[src/rtl/branch_resolve_pkg.sv]
// branch_resolve_pkg: opcodes, condition codes, flag indices and FSM states
// shared by the branch resolution unit.
package branch_resolve_pkg;

    localparam logic [2:0] OP_BRANCH = 3'b110;
    localparam logic [2:0] OP_JALR   = 3'b111;

    localparam int FLAG_O = 3;
    localparam int FLAG_S = 2;
    localparam int FLAG_Z = 1;
    localparam int FLAG_C = 0;

    localparam logic [3:0] CC_AL  = 4'd0;
    localparam logic [3:0] CC_Z   = 4'd1;
    localparam logic [3:0] CC_NZ  = 4'd2;
    localparam logic [3:0] CC_S   = 4'd3;
    localparam logic [3:0] CC_NS  = 4'd4;
    localparam logic [3:0] CC_C   = 4'd5;
    localparam logic [3:0] CC_NC  = 4'd6;
    localparam logic [3:0] CC_O   = 4'd7;
    localparam logic [3:0] CC_NO  = 4'd8;
    localparam logic [3:0] CC_POS = 4'd9;
    localparam logic [3:0] CC_GT  = 4'd10;
    localparam logic [3:0] CC_GE  = 4'd11;
    localparam logic [3:0] CC_LT  = 4'd12;
    localparam logic [3:0] CC_LE  = 4'd13;
    localparam logic [3:0] CC_AB  = 4'd14;
    localparam logic [3:0] CC_BE  = 4'd15;

    typedef enum logic {IDLE, FLUSH} state_t;

endpackage

[src/rtl/branch_resolve_cond.sv]
// branch_cond: combinational condition-code evaluation against {O,S,Z,C}.
// Signed/unsigned compare codes 10..15 decode only with BRANCH_SIGNED_EN.
module branch_cond
    import branch_resolve_pkg::*;
(
    input  logic [3:0] cond,
    input  logic [3:0] flags,
    output logic       taken
);

    logic o, s, z, c;

    assign o = flags[FLAG_O];
    assign s = flags[FLAG_S];
    assign z = flags[FLAG_Z];
    assign c = flags[FLAG_C];

    always_comb begin
        taken = 1'b0;
        case (cond)
            CC_AL:  taken = 1'b1;
            CC_Z:   taken = z;
            CC_NZ:  taken = !z;
            CC_S:   taken = s;
            CC_NS:  taken = !s;
            CC_C:   taken = c;
            CC_NC:  taken = !c;
            CC_O:   taken = o;
            CC_NO:  taken = !o;
            CC_POS: taken = !z && !s;
`ifdef BRANCH_SIGNED_EN
            CC_GT:  taken = !z && (s == o);
            CC_GE:  taken = (s == o);
            CC_LT:  taken = (s != o);
            CC_LE:  taken = z || (s != o);
            CC_AB:  taken = c && !z;
            CC_BE:  taken = !c || z;
`endif
            default: taken = 1'b0;
        endcase
    end

endmodule

[src/rtl/branch_resolve.sv]
// branch_resolve: execute-stage branch/jalr resolution with registered redirect,
// FLUSH_CYCLES-long flush FSM and resolution counters (BRANCH_SIGNED_EN optional).
module branch_resolve
    import branch_resolve_pkg::*;
#(
    parameter int FLUSH_CYCLES = 2
) (
    input  logic        clk,
    input  logic        rst_n,
    input  logic        valid,
    input  logic [2:0]  op,
    input  logic [3:0]  cond,
    input  logic [3:0]  flags,
    input  logic [15:0] pc,
    input  logic [15:0] imm,
    input  logic [15:0] jalr_target,
    output logic        redirect,
    output logic [15:0] target,
    output logic        flush,
    output logic [15:0] branch_cnt,
    output logic [15:0] taken_cnt
);

    state_t     state, state_nx;
    logic [2:0] cnt, cnt_nx;
    logic       cond_taken, resolve, taken;

    branch_cond u_cond (
        .cond  (cond),
        .flags (flags),
        .taken (cond_taken)
    );

    assign resolve = valid && (op == OP_BRANCH || op == OP_JALR) && state == IDLE;
    assign taken   = resolve && (op == OP_JALR || cond_taken);
    assign flush   = state == FLUSH;

    // cnt holds the flush cycles still to go after the current one
    always_comb begin
        state_nx = state;
        cnt_nx   = cnt;
        if (state == IDLE) begin
            if (taken) begin
                state_nx = FLUSH;
                cnt_nx   = 3'(FLUSH_CYCLES - 1);
            end
        end else if (cnt == 3'd0) begin
            state_nx = IDLE;
        end else begin
            cnt_nx = cnt - 3'd1;
        end
    end

    always_ff @(posedge clk or negedge rst_n) begin
        if (!rst_n) begin
            state      <= IDLE;
            cnt        <= 3'd0;
            redirect   <= 1'b0;
            target     <= 16'h0000;
            branch_cnt <= 16'h0000;
            taken_cnt  <= 16'h0000;
        end else begin
            state      <= state_nx;
            cnt        <= cnt_nx;
            redirect   <= taken;
            if (taken)
                target <= (op == OP_JALR) ? jalr_target : pc + imm;
            branch_cnt <= branch_cnt + 16'(resolve);
            taken_cnt  <= taken_cnt + 16'(taken);
        end
    end

endmodule

[config.mk]
export PLATFORM = sky130hd
export DESIGN_NAME = branch_resolve
export DESIGN_NICKNAME = d
export VERILOG_FILES = /design/src/rtl/branch_resolve_pkg.sv /design/src/rtl/branch_resolve_cond.sv /design/src/rtl/branch_resolve.sv
export SDC_FILE = /design/constraint.sdc
export NUM_CORES = 1
export LEC_CHECK = 0
export BUFFER_PORTS_ARGS = -buffer_cell sky130_fd_sc_hd__buf_2
export CAP_MARGIN = 40
export CORE_UTILIZATION = 25
export CTS_CLUSTER_DIAMETER = 100
export CTS_CLUSTER_SIZE = 16
export DETAILED_ROUTE_END_ITERATION = 8
export HOLD_SLACK_MARGIN = 0.1
export PLACE_DENSITY = 0.53
export SLEW_MARGIN = 5
export SYNTH_ARGS = -nofsm -noshare
export SYNTH_HDL_FRONTEND = slang
export SYNTH_HIERARCHICAL = 1
export SYNTH_SLANG_ARGS = --single-unit
[constraint.sdc]
create_clock -name clk -period 2.6 [get_ports clk]
set_input_delay 0.39 -clock clk [delete_from_list [all_inputs] [get_ports clk]]
set_output_delay 0.39 -clock clk [all_outputs]
set_load 0.005 [all_outputs]
# Word-level counts from Yosys, hierarchy flattened
# Index checks and enable logic that the tools add are counted.
[word_totals] wordCells=45 register_bits=53 output_inout_bits=50 inputBits=62
[op_classes] n_mux=8 bitwise_logic=1 n_reduce_logical=14 eq_ne=12 addsub=4
[op_table] cell="adder 16 x 1 -> 16 bit" n=2
[op_table] cell="adder 16 bit" n=1
[op_table] cell="equality test 4 x 3 -> 1 bit, second input constant" n=4
[op_table] cell="2-to-1 mux 16 bit" n=1
[op_table] cell="case mux 1 bit (10 select lines)" n=1
[op_table] cell="2-to-1 mux 3 bit" n=3
[op_table] cell="equality test 4 x 2 -> 1 bit, second input constant" n=2
[op_table] cell="equality test 4 bit, second input constant" n=2
[op_table] cell="equality test 3 bit, second input constant" n=2
[op_table] cell="equality test 4 x 1 -> 1 bit, second input constant" n=1
[op_table] cell="logical AND 1 bit" n=4
[op_table] cell="logical NOT 1 bit" n=4
[op_table] cell="logical NOT 4 bit" n=1
[op_table] cell="logical NOT 3 bit" n=1
[op_table] cell="2-to-1 mux 1 bit" n=3
[op_table] cell="subtractor 3 x 1 -> 3 bit, second input constant" n=1
[op_table] cell="logical OR 1 bit" n=2
[op_table] cell="inequality test 2 bit, second input constant" n=1
[op_table] cell="AND reduction 2 bit" n=1
[op_table] cell="nonzero test 2 bit" n=1
[op_table] cell="inverter 1 bit" n=1

# Logic depth before layout (Yosys ltp)
[depth] ltp_word=7 mapped_depth=12 ltp_nobuf=11

# Hierarchy
# Netlist, hierarchy kept.
[by_module_without_submodules] mod="branch_resolve" area_each_um2=2977.9 seq_area_each_um2=1326.3 cells_each=306 n_inst=1
[by_module_without_submodules] mod="branch_cond" area_each_um2=105.1 seq_area_each_um2=0.0 cells_each=17 n_inst=1

# Worst setup path before layout
# No wires, ideal clock.
[synth_path] kind="in2reg" start="input cond[2]" end="register taken_cnt[10]" setup_slack_ps=121 arrival_ps=2355 path_buffers=1 path_stages=12 setup_ps=124 t_required_ps=2476 path_cell_list="and3b_1 > or4_1 > nand4_1 > o21ai_2 > inv_2 > buf_2 > ha_1 > ha_1 > nand2_1 > nor2_1 > nand3_1 > xnor2_1"
[synth_between] elab_chain_cells=5 word_cells_on_any_way=14 cone_classes="add/sub (1); eq/ne (9); mux (1); reduce/logical (3)"
[synth_rtl] item="from (decl)" line_no="branch_resolve.sv:12" rtl="input logic [3:0] cond,"
[synth_rtl] item="equality test 4 bit (tied with other cells)" line_no="branch_resolve_cond.sv:20" rtl="case (cond)"
[synth_rtl] item="case mux 1 bit (10 select lines) *" line_no="branch_resolve_cond.sv:20"
[synth_rtl] item="net cond_taken" line_no="branch_resolve.sv:26" rtl="logic cond_taken, resolve, taken;"
[synth_rtl] item="logical OR 1 bit *" line_no="branch_resolve.sv:35" rtl="assign taken = resolve && (op == OP_JALR || cond_taken);"
[synth_rtl] item="logical AND 1 bit *" line_no="branch_resolve.sv:35"
[synth_rtl] item="net taken" line_no="branch_resolve.sv:26"
[synth_rtl] item="adder 16 x 1 -> 16 bit *" line_no="branch_resolve.sv:69" rtl="taken_cnt <= taken_cnt + 16'(taken);"
[synth_rtl] item="to (signal assigned)" line_no="branch_resolve.sv:69"
[synth_rtl] item="to (decl)" line_no="branch_resolve.sv:21" rtl="output logic [15:0] taken_cnt"
# The timed path passes the listed nets; every way through them passes the cells marked *.
# A chain may end at the register's enable or synchronous reset.

# Worst setup path in the final report
[layout_path] start="input cond[0]" end="register taken_cnt[15]"
[layout_between] elab_chain_cells=5 word_cells_on_any_way=14 cone_classes="add/sub (1); eq/ne (9); mux (1); reduce/logical (3)"
[layout_rtl] item="equality test 4 bit (tied with other cells)" line_no="branch_resolve_cond.sv:20"
[layout_rtl] item="case mux 1 bit (10 select lines) *" line_no="branch_resolve_cond.sv:20"
[layout_rtl] item="net cond_taken" line_no="branch_resolve.sv:26"
[layout_rtl] item="logical OR 1 bit *" line_no="branch_resolve.sv:35"
[layout_rtl] item="logical AND 1 bit *" line_no="branch_resolve.sv:35"
[layout_rtl] item="adder 16 x 1 -> 16 bit *" line_no="branch_resolve.sv:69"
# Marks and branches as above.

==> impl_results.md <==
- Maximum clock rate: 0.4632 GHz
- Number of enable flip-flop cells after synthesis: 0
- Most common cell on crit path: nand4_1
- Number of max-cap violations: 0
- Wire per inst: 13.26 microns
- CP max stage delay: 460 ps
- Final worst slack: 441.0 ps
- Asr flop ratio synth: 100.0%
- Hold_buf cts: 0
- Post-CTS sizing: 0
- Routed vias: 2,781
- RSZ-0062 raised after global routing: false
- First DRT Iteration DRCs: 121
- Std-Cell Rows: 40
- Delay-heaviest family, CP: simple AND/OR/NAND/NOR gates
- P_leak: 2.052 nW
- Mapped Cells: 323
- Max-slew headroom: 73.15%
- Comb pwr share: 30.4%
- Insertion delay to the later sink of the worst-skew pair: 290 ps
- Clk sinks: 53
- Post-synthesis cell type count: 51
- P_int: 0.001778 W
- CP Class: input pin to flop
- Placement Cell Area: 3865 sq um
- Setup_tns: 0 ps
- Max-slew violations: 0
- Setup Skew: 7.924 ps
- First-pass GRT wire length: 13,170 microns
- TritonRoute pass-1 iters: 4
- H-Tree Depth: 2
- Antenna cells: 0
- Synth Register Bits: 53
- Routed WL: 7839 microns
- Final #Nets: 527
- Vias per inst: 4.706
- Final hold violation count: 0
- Cell chain of the critical path: buf_2 -> and3b_1 -> or4_1 -> nand4_1 -> o21ai_2 -> inv_2 -> ha_1 -> nand3_1 -> nor2_1 -> nand4_1 -> xnor2_1
- Total gr overflow: 0
- Root buf cell: clkbuf_16
- Fin area: 4016 sq um
- Number of buffers created by CTS: 5
- Worst hold path class: input pin to asynchronous set/reset pin
- Final core occ: 33.44%
- Switching share of total power: 33.16%
- CTS clk-pin slew, worst paths: 80 ps
- Port bufs: 111
- Area of the die: 12,780 sq um
- ANT nets after route: 0
- Routability Congestion: 0.8884
- Postcts setup bufs: 0
- Commonest non-fill, non-tap cell in the layout: buf_2
- Fin crit share: 83.04%
- Commonest cells after routing, fill and taps aside: 111 x buf_2, 53 x dfrtp_1, 31 x nand2_1, 30 x xnor2_1, 28 x nor2_1
- Initial Utilization: 25.67%
- Pre-CTS WS: 117.3 ps
- Mapped Nets: 407
- Post-synthesis instance area: 3083 sq um
- Share of layout cells above drive strength 1: 30.86%
- Seq pwr share: 44.0%
- Tot GR Track Use: 12.69%
- YS warnings: 6
- Seq/Total Area, Yosys: 43.02%
- Clock period minus worst slack: 2159 ps
- Switching pwr: 0.0008821 W
- Status: finished clean
- Clock power share: 25.6%
- Die Ht: 113.1 microns
- Die width: 113.1 microns
- Hpwl dp: 6339 microns
- CP required: 2780 ps
- Initial antenna violation count: 0
- Primary FF master, synth: dfrtp_1
- Highest-delay cell along the critical path: or4_1
- Worst vdd ir: 0.2754 mV
- Worst-path maximum fanout: 8
- CP Capture Type: flop
- DR DRC count: 0
- Area Growth Syn to Fin: 30.28%
- Largest net degree at the start of global routing: 31
- CTS tree: built
- Core Area: 12,010 sq um
- Clk buf depth: 2
- Finish-stage setup viols: 0
- Worst EP arrival: 2340 ps
- Number of global-route vias before repair: 2,805
- Fill count: 1,294
- I/O pins: 112
- Synth Area per Inst: 9.545 sq um
- Critical Path Source Type: input pin
- Power per cell area: 662.3 nW/um^2
- Actual slew at the worst max-slew pin: 402.7 ps
- Buf/Inv on CP: 2
==> worst reg2reg max path, stage by stage, from the launching register on <==
cell and delay [ps]:
dfrtp_1 400, inv_2 80, and4_4 240, o21ai_2 70
inv_2 70, ha_1 170, nand3_1 100, nor2_1 310
nand4_1 170, xnor2_1 150
==> routing by layer <==
metal  share of wire (%)  vias up  track usage (%)
met2                  48       86            21.92
met4                 1.1        0            3.596
met5                   0        -                0
li1                    -     1389                -
met3                 4.2        6            1.714
met1                  47     1300            16.56
==> per-stage QoR <==
step	std cells	power, W	hold WS [ps]
floorplan	323	0.001603	94.41
global placement	583	0.001987	407.5
detailed placement	583	0.002014	410.5
CTS	591	0.002713	101.9
global route	591	0.002864	113.5
finish	591	0.002660	88.56
==> cell usage after synthesis (3+ instances only) <==
| master | number | area share [%] |
|---|---|---|
| a21oi_1 | 27 | 4.4 |
| and3_1 | 12 | 2.4 |
| clkbuf_1 | 5 | 0.61 |
| dfrtp_1 | 53 | 43 |
| ha_1 | 21 | 8.5 |
| inv_1 | 7 | 0.85 |
| mux2i_1 | 4 | 1.3 |
| nand2_1 | 31 | 3.8 |
| nand3_1 | 18 | 2.9 |
| nand4_1 | 8 | 1.6 |
| nor2_1 | 28 | 3.4 |
| nor2b_1 | 3 | 0.61 |
| nor3_1 | 3 | 0.49 |
| o21ai_0 | 14 | 2.3 |
| o21ai_1 | 5 | 0.81 |
| o21bai_1 | 4 | 0.97 |
| o22ai_1 | 3 | 0.61 |
| xnor2_1 | 30 | 8.5 |
| xor2_1 | 9 | 2.6 |
==> area by class of cell <==
cell class / instances / area [sq um] / share of cell area, %
Multi-Input combinational cell: 253 / 1690 / 42.09
Sequential cell: 53 / 1326 / 33.02
Timing Repair Buffer: 121 / 630.6 / 15.70
Tap cell: 147 / 183.9 / 4.579
Clock buffer: 5 / 125.1 / 3.115
Inverter: 9 / 33.78 / 0.8411
Clock inverter: 3 / 26.28 / 0.6542
==> path summary, 6_finish.rpt <==
kind	slack, ps	end	depth (start not counted)	from
min in group clk	350	target[7]	3	jalr_target[7]
worst min register to register	460	taken_cnt[15]	1	taken_cnt[15]
worst max register to register	740	taken_cnt[15]	9	flush
worst min-delay path	90	branch_cnt[7]	2	rst_n
worst max-delay path	440	taken_cnt[15]	11	cond[0]
max in group asynchronous	2180	target[2]	2	rst_n
==> registers in the layout, indices dropped and copies added, names as in the netlist <==
register,cells
branch_cnt,16
taken_cnt,16
target,16
cnt,3
flush,1
redirect,1
==> power groups by stage <==
stage          Combinational (W)  Clock (W)  Sequential (W)
6_report                0.000809   0.000682         0.00117
5_1_grt                 0.000926   0.000733         0.00121
4_1_cts                 0.000829   0.000711         0.00117
3_5_place_dp            0.000827          0         0.00119
3_3_place_gp            0.000803          0         0.00118
2_1_floorplan           0.000413          0         0.00119
==> logic make-up after synthesis <==
kind of cell    synth area share (%)
fa+ha+maj                      9.172
xor+xnor                       11.08
buf+inv                        2.151
mux                            1.299
compound gates                 14.33
simple gates                   18.95
flops                          43.02
Power figures use the tool's default switching activity.
